$ cat src/rtl/d_e_pipe_reg.sv
// Decode/Execute pipeline register: carries the decoded bundle from D to E,
// inserting bubbles on stall and flushing to the handler PC on exception request.
module d_e_pipe_reg #(
    parameter logic [31:0] HANDLER_PC = 32'h0000_4180,
    parameter logic [31:0] RESET_PC   = 32'h0000_3000
) (
    input  logic        clk,
    input  logic        reset,
    input  logic        req,
    input  logic        stall,
    input  logic [31:0] D_PC,
    input  logic [31:0] D_Instr,
    input  logic [31:0] D_RS_Data,
    input  logic [31:0] D_RT_Data,
    input  logic [31:0] D_Ext,
    input  logic [4:0]  D_Rs,
    input  logic [4:0]  D_Rt,
    input  logic [4:0]  D_Rd,
    input  logic [1:0]  D_RegDst,
    input  logic [15:0] D_Ctrl,
    input  logic [1:0]  D_Tnew,
    input  logic [4:0]  D_ExcCode,
    input  logic        D_BD,
    output logic [31:0] E_PC,
    output logic [31:0] E_Instr,
    output logic [31:0] E_RS_Data,
    output logic [31:0] E_RT_Data,
    output logic [31:0] E_Ext,
    output logic [4:0]  E_Rs,
    output logic [4:0]  E_Rt,
    output logic [4:0]  E_Rd,
    output logic [1:0]  E_RegDst,
    output logic [15:0] E_Ctrl,
    output logic [1:0]  E_Tnew,
    output logic [4:0]  E_ExcCode,
    output logic        E_BD,
    output logic        E_Valid
);

    typedef struct packed {
        logic [31:0] pc;
        logic [31:0] instr;
        logic [31:0] rs_data;
        logic [31:0] rt_data;
        logic [31:0] ext;
        logic [4:0]  rs;
        logic [4:0]  rt;
        logic [4:0]  rd;
        logic [1:0]  regdst;
        logic [15:0] ctrl;
        logic [1:0]  tnew;
        logic [4:0]  exccode;
        logic        bd;
        logic        valid;
    } de_t;

    de_t e_d;
    de_t e_q;

    always_comb begin
        e_d = '0;
        if (req) begin
            e_d.pc = HANDLER_PC;
        end else if (stall) begin
            // Bubble keeps PC/BD so an interrupt landing on it still gets a correct EPC
            e_d.pc = D_PC;
            e_d.bd = D_BD;
        end else begin
            e_d.pc      = D_PC;
            e_d.instr   = D_Instr;
            e_d.rs_data = D_RS_Data;
            e_d.rt_data = D_RT_Data;
            e_d.ext     = D_Ext;
            e_d.rs      = D_Rs;
            e_d.rt      = D_Rt;
            e_d.rd      = D_Rd;
            e_d.regdst  = D_RegDst;
            e_d.ctrl    = D_Ctrl;
            e_d.tnew    = D_Tnew;
            e_d.exccode = D_ExcCode;
            e_d.bd      = D_BD;
            e_d.valid   = 1'b1;
        end
    end

    always_ff @(posedge clk) begin
        if (reset) begin
            e_q    <= '0;
            e_q.pc <= RESET_PC;
        end else begin
            e_q <= e_d;
        end
    end

    assign E_PC      = e_q.pc;
    assign E_Instr   = e_q.instr;
    assign E_RS_Data = e_q.rs_data;
    assign E_RT_Data = e_q.rt_data;
    assign E_Ext     = e_q.ext;
    assign E_Rs      = e_q.rs;
    assign E_Rt      = e_q.rt;
    assign E_Rd      = e_q.rd;
    assign E_RegDst  = e_q.regdst;
    assign E_Ctrl    = e_q.ctrl;
    assign E_Tnew    = e_q.tnew;
    assign E_ExcCode = e_q.exccode;
    assign E_BD      = e_q.bd;
    assign E_Valid   = e_q.valid;

endmodule
$ cat config.mk
export PLATFORM = sky130hd
export DESIGN_NAME = d_e_pipe_reg
export DESIGN_NICKNAME = d
export VERILOG_FILES = /design/src/rtl/d_e_pipe_reg.sv
export SDC_FILE = /design/constraint.sdc
export NUM_CORES = 1
export LEC_CHECK = 0
export ABC_CLOCK_PERIOD_IN_PS = 880
export CAP_MARGIN = 20
export CORE_AREA = 2 2 159 161
export CTS_CLUSTER_SIZE = 25
export DETAILED_ROUTE_END_ITERATION = 16
export DIE_AREA = 0 0 161 163
export PLACE_DENSITY = 0.69
export SLEW_MARGIN = 40
export SYNTH_ARGS = -nofsm -noshare
export SYNTH_HDL_FRONTEND = slang
export SYNTH_SLANG_ARGS = --single-unit
$ cat constraint.sdc
create_clock -name clk -period 0.88 [get_ports clk]
set_input_delay 0.132 -clock clk [delete_from_list [all_inputs] [get_ports clk]]
set_output_delay 0.132 -clock clk [all_outputs]
set_load 0.01 [all_outputs]
==> impl_metrics.tcl, run 1 <==
set metrics [dict create \
    final_core_util_pct 42.42 \
    stdcell_area_sq_um 10470 \
    postRouteWirelength_um 17170 \
    avgSynthCellArea_sq_um 12.65 \
    worst_slew_pin_slew_ps 267.1 \
    maximum_fanout_along_the_worst_path 1 \
    most-common-layout-cells "sky130_fd_sc_hd__clkdlybuf4s50_1 (201), sky130_fd_sc_hd__and2_1 (196), sky130_fd_sc_hd__dfxtp_1 (103), sky130_fd_sc_hd__buf_2 (102), sky130_fd_sc_hd__buf_6 (100)" \
    detailedRoute.firstIterationViolations 110 \
    highest_attainable_clock_frequency_mhz 934.9 \
    power.share.sequential_pct 48.0 \
    cts_root_buf "sky130_fd_sc_hd__clkbuf_16" \
    min_path_type "primary input to register" \
    io_port_bufs 406 \
    dp_hpwl_um 12530 \
    timing.critical_path.from "E_Instr[9]$_SDFF_PP0_" \
    seqCellArea_sq_um 4168 \
    cts_made_buffers 22 \
    finalCritPeriodShare_pct 121.5 \
    report.final.hold_viol_count 0 \
    die_height_um 163 \
    ys_ff_latch 202 \
    wl_met3_um 1969 \
    initial_utilization_pct 22.00 \
    ios 407 \
    tns_ps -33890 \
    clk_pin_slew_worst_paths_ps 60 \
    rows 58 \
    remaining_drc_errors 0 \
    synth-seq-area-share_pct 74.50 \
    dpl_cell_area_sq_um 9886 \
    die_footprint_sq_um 26240 \
    grt_first_pass_wirelength_um 24660 \
    layout-drive-gt1-share_pct 39.86 \
    clkPwrFrac_pct 42.6 \
    fill_cells 2386 \
    max_slew_violation_count 0 \
    met1Wirelength_um 6429 \
    number_of_max_cap_violations 0 \
    power.density_cell_area_nw_per_um2 1900 \
    ctsLongestPathBuffers 3 \
    critPathCaptureType "primary output" \
    critical_path.cell_chain "buf_6" \
    yosys_warnings 0 \
    drt_first_pass_iters 6 \
    cp_slowest_stage_delay_ps 350 \
    max-vdd-ir-drop_mv 1.413 \
    final.min_clock_period_ps 1070 \
    mostFrequentLayoutCell "sky130_fd_sc_hd__clkdlybuf4s50_1" \
    area.growth.synth_to_final_pct 92.83 \
    final_setup_violation_count 202 \
    groute.usage.overall_pct 12.20 \
    antenna_violating_nets_post_route 0 \
    critical_path.startpoint_type "register" \
    timing.critical_path.buf_inv 1 \
    worst-setup-path-type "register to primary output" \
    final.setup.worst_slack_ps -189.6 \
    antenna_cells_inserted 0 \
    routed-wl-met2_um 8428 \
    status "finished, violations left" \
    arrival_ps 940 \
    core_sq_um 24670 \
    syn_nets 634 \
    dp_cells 1152 \
    chipWidth_um 161 \
    wl_per_cell_um 14.33 \
    antenna_found_initial 0 \
    synth.lib_cells_used.distinct 9 \
    netSwitchingPower_w 0.004082 \
    power.internal_w 0.01581 \
    pwr-share-comb_pct 9.4 \
    detailroute.via_count 4374 \
    violations "setup timing" \
    netlist_instances 429 \
    crit_slowest_cell "sky130_fd_sc_hd__dfxtp_2" \
    drt-vias-per-instance 3.651 \
    grt_pass1_vias 4442 \
    rsz0062_at_grt "true" \
    crit_path_end "E_Instr[9]" \
    relSlewSlack_pct 82.19 \
    finish.cell_count_without_fillers 1198 \
    critical_path_depth 1 \
    overflow_after_grt 0 \
    fin_nets 1059 \
    dp_worst_setup_slack_ps -710.0 \
    leakage_nw 4.703 \
    swShare_pct 20.52 \
    clock_sink_count 202 \
    multi_input_logic_area_sq_um 1284 \
    clock_tree_from_tritoncts "yes" \
    worst_ep_required_time_ps 750 \
    synth.cell_area_sq_um 5428 \
    critical-path-top-delay-family "flip-flops" \
    globalplace.congestion 0.7684 \
    cts-htree-levels 1 \
    largest_net_degree_at_the_start_of_global_routing 75 \
    routed.top_layer "met4" \
]
==> state kept, by name, indices dropped and copies added, names as in the netlist <==
register,cells
E_Instr,32
E_Rs,5
E_RT_Data,32
E_Ext,32
E_Valid,1
E_RS_Data,32
E_PC,32
E_BD,1
E_Tnew,2
E_RegDst,2
E_Ctrl,16
E_ExcCode,5
E_Rt,5
E_Rd,5
==> cells by family (layout without fill, tap and decap cells) <==
logic type | count (synthesis) | after routing | share of synthesized area, %
and+or+nand+nor | 204 | 204 | 23.38
DFF | 202 | 202 | 74.50
buffers and inverters | 21 | 460 | 1.844
AOI/OAI and AO/OA | 2 | 2 | 0.2765
==> power by group through the flow <==
stage	logic, W	registers (W)	clock network (W)
after floorplan	0.000243	0.00984	0
after global placement	0.00190	0.00969	0
after detailed placement	0.00191	0.00970	0
after CTS	0.00183	0.00951	0.00878
after global routing	0.00200	0.00956	0.00911
final	0.00187	0.00954	0.00848
==> routing by layer <==
metal	vias to the layer above	GRT usage [%]
met1	1948	13.14
met5	-	0
met2	258	22.02
met3	27	4.787
li1	2141	-
met4	0	3.774
==> cell type report <==
class                           instances  share of cell area [%]
Timing Repair Buffer                  421                   37.55
Tap cell                              330                   3.945
Inverter                                1                 0.03586
Multi-Input combinational cell        206                   12.27
Clock buffer                           35                   6.216
Sequential cell                       202                   39.82
Clock inverter                          3                  0.1674
==> synth_stat cells <==
library cell / n / area, sq um
sky130_fd_sc_hd__a21o_1: 2 / 15.01
sky130_fd_sc_hd__and2_1: 196 / 1226
sky130_fd_sc_hd__clkbuf_1: 7 / 26.28
sky130_fd_sc_hd__nor2_1: 7 / 26.28
sky130_fd_sc_hd__buf_4: 2 / 15.01
sky130_fd_sc_hd__clkbuf_2: 11 / 55.05
sky130_fd_sc_hd__inv_1: 1 / 3.750
sky130_fd_sc_hd__nor3_4: 1 / 16.27
sky130_fd_sc_hd__dfxtp_1: 202 / 4044
==> worst min path at each step <==
stage                   from                       end  slack (ps)  cells after the start
6_report         D_Instr[30]    E_Instr[30]$_SDFF_PP0_         190                      2
5_1_grt        D_RT_Data[30]  E_RT_Data[30]$_SDFF_PP0_         170                      2
4_1_cts         D_RS_Data[0]   E_RS_Data[0]$_SDFF_PP0_         160                      2
3_5_place_dp     D_Instr[30]    E_Instr[30]$_SDFF_PP0_         700                      2
3_3_place_gp        D_Ext[0]       E_Ext[0]$_SDFF_PP0_         700                      2
2_1_floorplan          reset       E_PC[14]$_SDFF_PP0_         200                      1
==> repair_timing <==
item,4_1_cts,5_1_grt
buffers inserted,4,0
pin swaps,1,0
hold buffers,0,0
gates cloned,4,0
setup endpoints to repair,393,202
resized for setup,930,96
==> stage by stage <==
| step | hold WS (ps) | power [W] |
|---|---|---|
| global route | 173.9 | 0.02067 |
| CTS | 158.2 | 0.02012 |
| floorplan | 204.4 | 0.01008 |
| global placement | 697.1 | 0.01158 |
| finish | 185.8 | 0.01989 |
| detailed placement | 699.6 | 0.01160 |
Note: power is estimated with default switching activity, not from simulation.
==> run 2, diff against run 1 <==
- SETUP_SLACK_MARGIN: not set -> 0.4
==> run 2 against run 1 <==
Effect of this change: the flow still finishes with violations (setup timing); wire length rose by 18%; sequential power barely moved; first-iteration DRC count rose by 24%; sequential share of layout area fell by 3.3 points; fmax fell by 3.0%; count of clock-buffer cells in the layout fell by 1; die area did not move; worst hold slack got worse by 140 ps; via count rose by 5.1%; global-route usage rose by 0.88 points.
==> impl_metrics.tcl, run 2 (synthesis gave the netlist of run 1 again) <==
set metrics [dict create \
    layout-drive-gt1-share_pct 52.27 \
    wl_per_cell_um 16.40 \
    power.density_cell_area_nw_per_um2 1804 \
    core_sq_um 24670 \
    swShare_pct 21.06 \
    max-vdd-ir-drop_mv 1.217 \
    critical_path.cell_chain "buf_6" \
    stdcell_area_sq_um 11470 \
    initial_utilization_pct 22.00 \
    dp_hpwl_um 13140 \
    report.final.hold_viol_count 0 \
    grt_first_pass_wirelength_um 26190 \
    cp_slowest_stage_delay_ps 360 \
    dpl_cell_area_sq_um 9921 \
    timing.critical_path.buf_inv 1 \
    clock_tree_from_tritoncts "yes" \
    worst_ep_required_time_ps 750 \
    ctsLongestPathBuffers 3 \
    remaining_drc_errors 0 \
    rsz0062_at_grt "true" \
    cts-htree-levels 1 \
    clkPwrFrac_pct 42.8 \
    multi_input_logic_area_sq_um 1473 \
    dp_worst_setup_slack_ps -633.1 \
    highest_attainable_clock_frequency_mhz 907.1 \
    area.growth.synth_to_final_pct 111.4 \
    drt_first_pass_iters 4 \
    power.internal_w 0.01634 \
    drt-vias-per-instance 3.724 \
    postRouteWirelength_um 20230 \
    fin_hold_ws_ps 45.11 \
    detailedRoute.firstIterationViolations 136 \
    detailroute.via_count 4595 \
    max_slew_violation_count 0 \
    clk_pin_slew_worst_paths_ps 60 \
    worst_slew_pin_slew_ps 202.2 \
    rows 58 \
    groute.usage.overall_pct 13.08 \
    critPathCaptureType "primary output" \
    overflow_after_grt 0 \
    die_height_um 163 \
    die_footprint_sq_um 26240 \
    seqCellArea_sq_um 4187 \
    chipWidth_um 161 \
    critical-path-top-delay-family "flip-flops" \
    globalplace.congestion 0.7931 \
    min_path_type "primary input to register" \
    status "finished, violations left" \
    crit_slowest_cell "sky130_fd_sc_hd__dfxtp_2" \
    number_of_max_cap_violations 0 \
    finalCritPeriodShare_pct 125.3 \
    power.share.sequential_pct 46.1 \
    mostFrequentLayoutCell "sky130_fd_sc_hd__clkdlybuf4s50_1" \
    netSwitchingPower_w 0.004359 \
    critical_path_depth 1 \
    final_core_util_pct 46.51 \
    grt_pass1_vias 4508 \
    leakage_nw 5.138 \
    cts_root_buf "sky130_fd_sc_hd__clkbuf_16" \
    largest_net_degree_at_the_start_of_global_routing 48 \
    final_setup_violation_count 202 \
    final.setup.worst_slack_ps -222.5 \
    fill_cells 2268 \
    clock_sink_count 202 \
    timing.critical_path.from "E_RS_Data[30]$_SDFF_PP0_" \
    worst-setup-path-type "register to primary output" \
    most-common-layout-cells "sky130_fd_sc_hd__clkdlybuf4s50_1 (201), sky130_fd_sc_hd__and2_1 (128), sky130_fd_sc_hd__buf_6 (127), sky130_fd_sc_hd__dfxtp_2 (114), sky130_fd_sc_hd__dfxtp_1 (88)" \
    relSlewSlack_pct 86.47 \
    antenna_found_initial 1 \
    ios 407 \
    maximum_fanout_along_the_worst_path 1 \
    antenna_violating_nets_post_route 0 \
    crit_path_end "E_RS_Data[30]" \
    arrival_ps 970 \
    violations "setup timing" \
    cts_made_buffers 22 \
    critical_path.startpoint_type "register" \
    io_port_bufs 406 \
    fin_nets 1094 \
    tns_ps -34850 \
    pwr-share-comb_pct 11.1 \
    final.min_clock_period_ps 1102 \
]
[run 2: stage by stage]
stage          power, W  std cells
2_1_floorplan   0.01010        429
3_3_place_gp    0.01161       1154
3_5_place_dp    0.01162       1154
4_1_cts         0.02069       1212
5_1_grt         0.02148       1234
6_report        0.02070       1234
[run 2: layout make-up]
| class | count | share of cell area [%] |
|---|---|---|
| Timing Repair Buffer | 455 | 40.88 |
| Sequential cell | 202 | 36.48 |
| Clock buffer | 34 | 5.899 |
| Multi-Input combinational cell | 207 | 12.83 |
| Clock inverter | 4 | 0.2508 |
| Antenna cell | 1 | 0.02181 |
| Tap cell | 330 | 3.598 |
| Inverter | 1 | 0.03271 |
[run 2: how the worst min path moves through the flow]
stage | start | to | slack, ps | cells after the start
3_5_place_dp | D_Instr[15] | E_Instr[15]$_SDFF_PP0_ | 700 | 2
6_report | reset | E_PC[8]$_SDFF_PP0_ | 50 | 4
2_1_floorplan | reset | E_PC[14]$_SDFF_PP0_ | 200 | 1
4_1_cts | reset | E_PC[8]$_SDFF_PP0_ | -60 | 3
5_1_grt | reset | E_PC[8]$_SDFF_PP0_ | 30 | 4
3_3_place_gp | D_Instr[8] | E_Instr[8]$_SDFF_PP0_ | 700 | 2
[run 2: power by group through the flow]
stage	sequential [W]	combinational [W]	clock (W)
after detailed placement	0.00970	0.00192	0
after CTS	0.00952	0.00197	0.00921
after floorplan	0.00984	0.000264	0
final	0.00955	0.00229	0.00886
after global placement	0.00969	0.00192	0
after global routing	0.00957	0.00242	0.00949
[run 2: timing repair]
item	4_1_cts	5_1_grt
setup buffers	11	9
pin swaps	7	62
setup endpoints to repair	404	370
cloned	9	12
gates resized for setup	964	202
hold endpoints to repair	3	0
[run 2: routing by layer]
layer / track usage, % / vias to the layer above / share of wire, %
met5: 0 / - / 0
met4: 5.032 / 0 / 2.3
met3: 4.329 / 36 / 8.8
li1: - / 2223 / -
met1: 14.82 / 2114 / 37
met2: 22.84 / 222 / 52
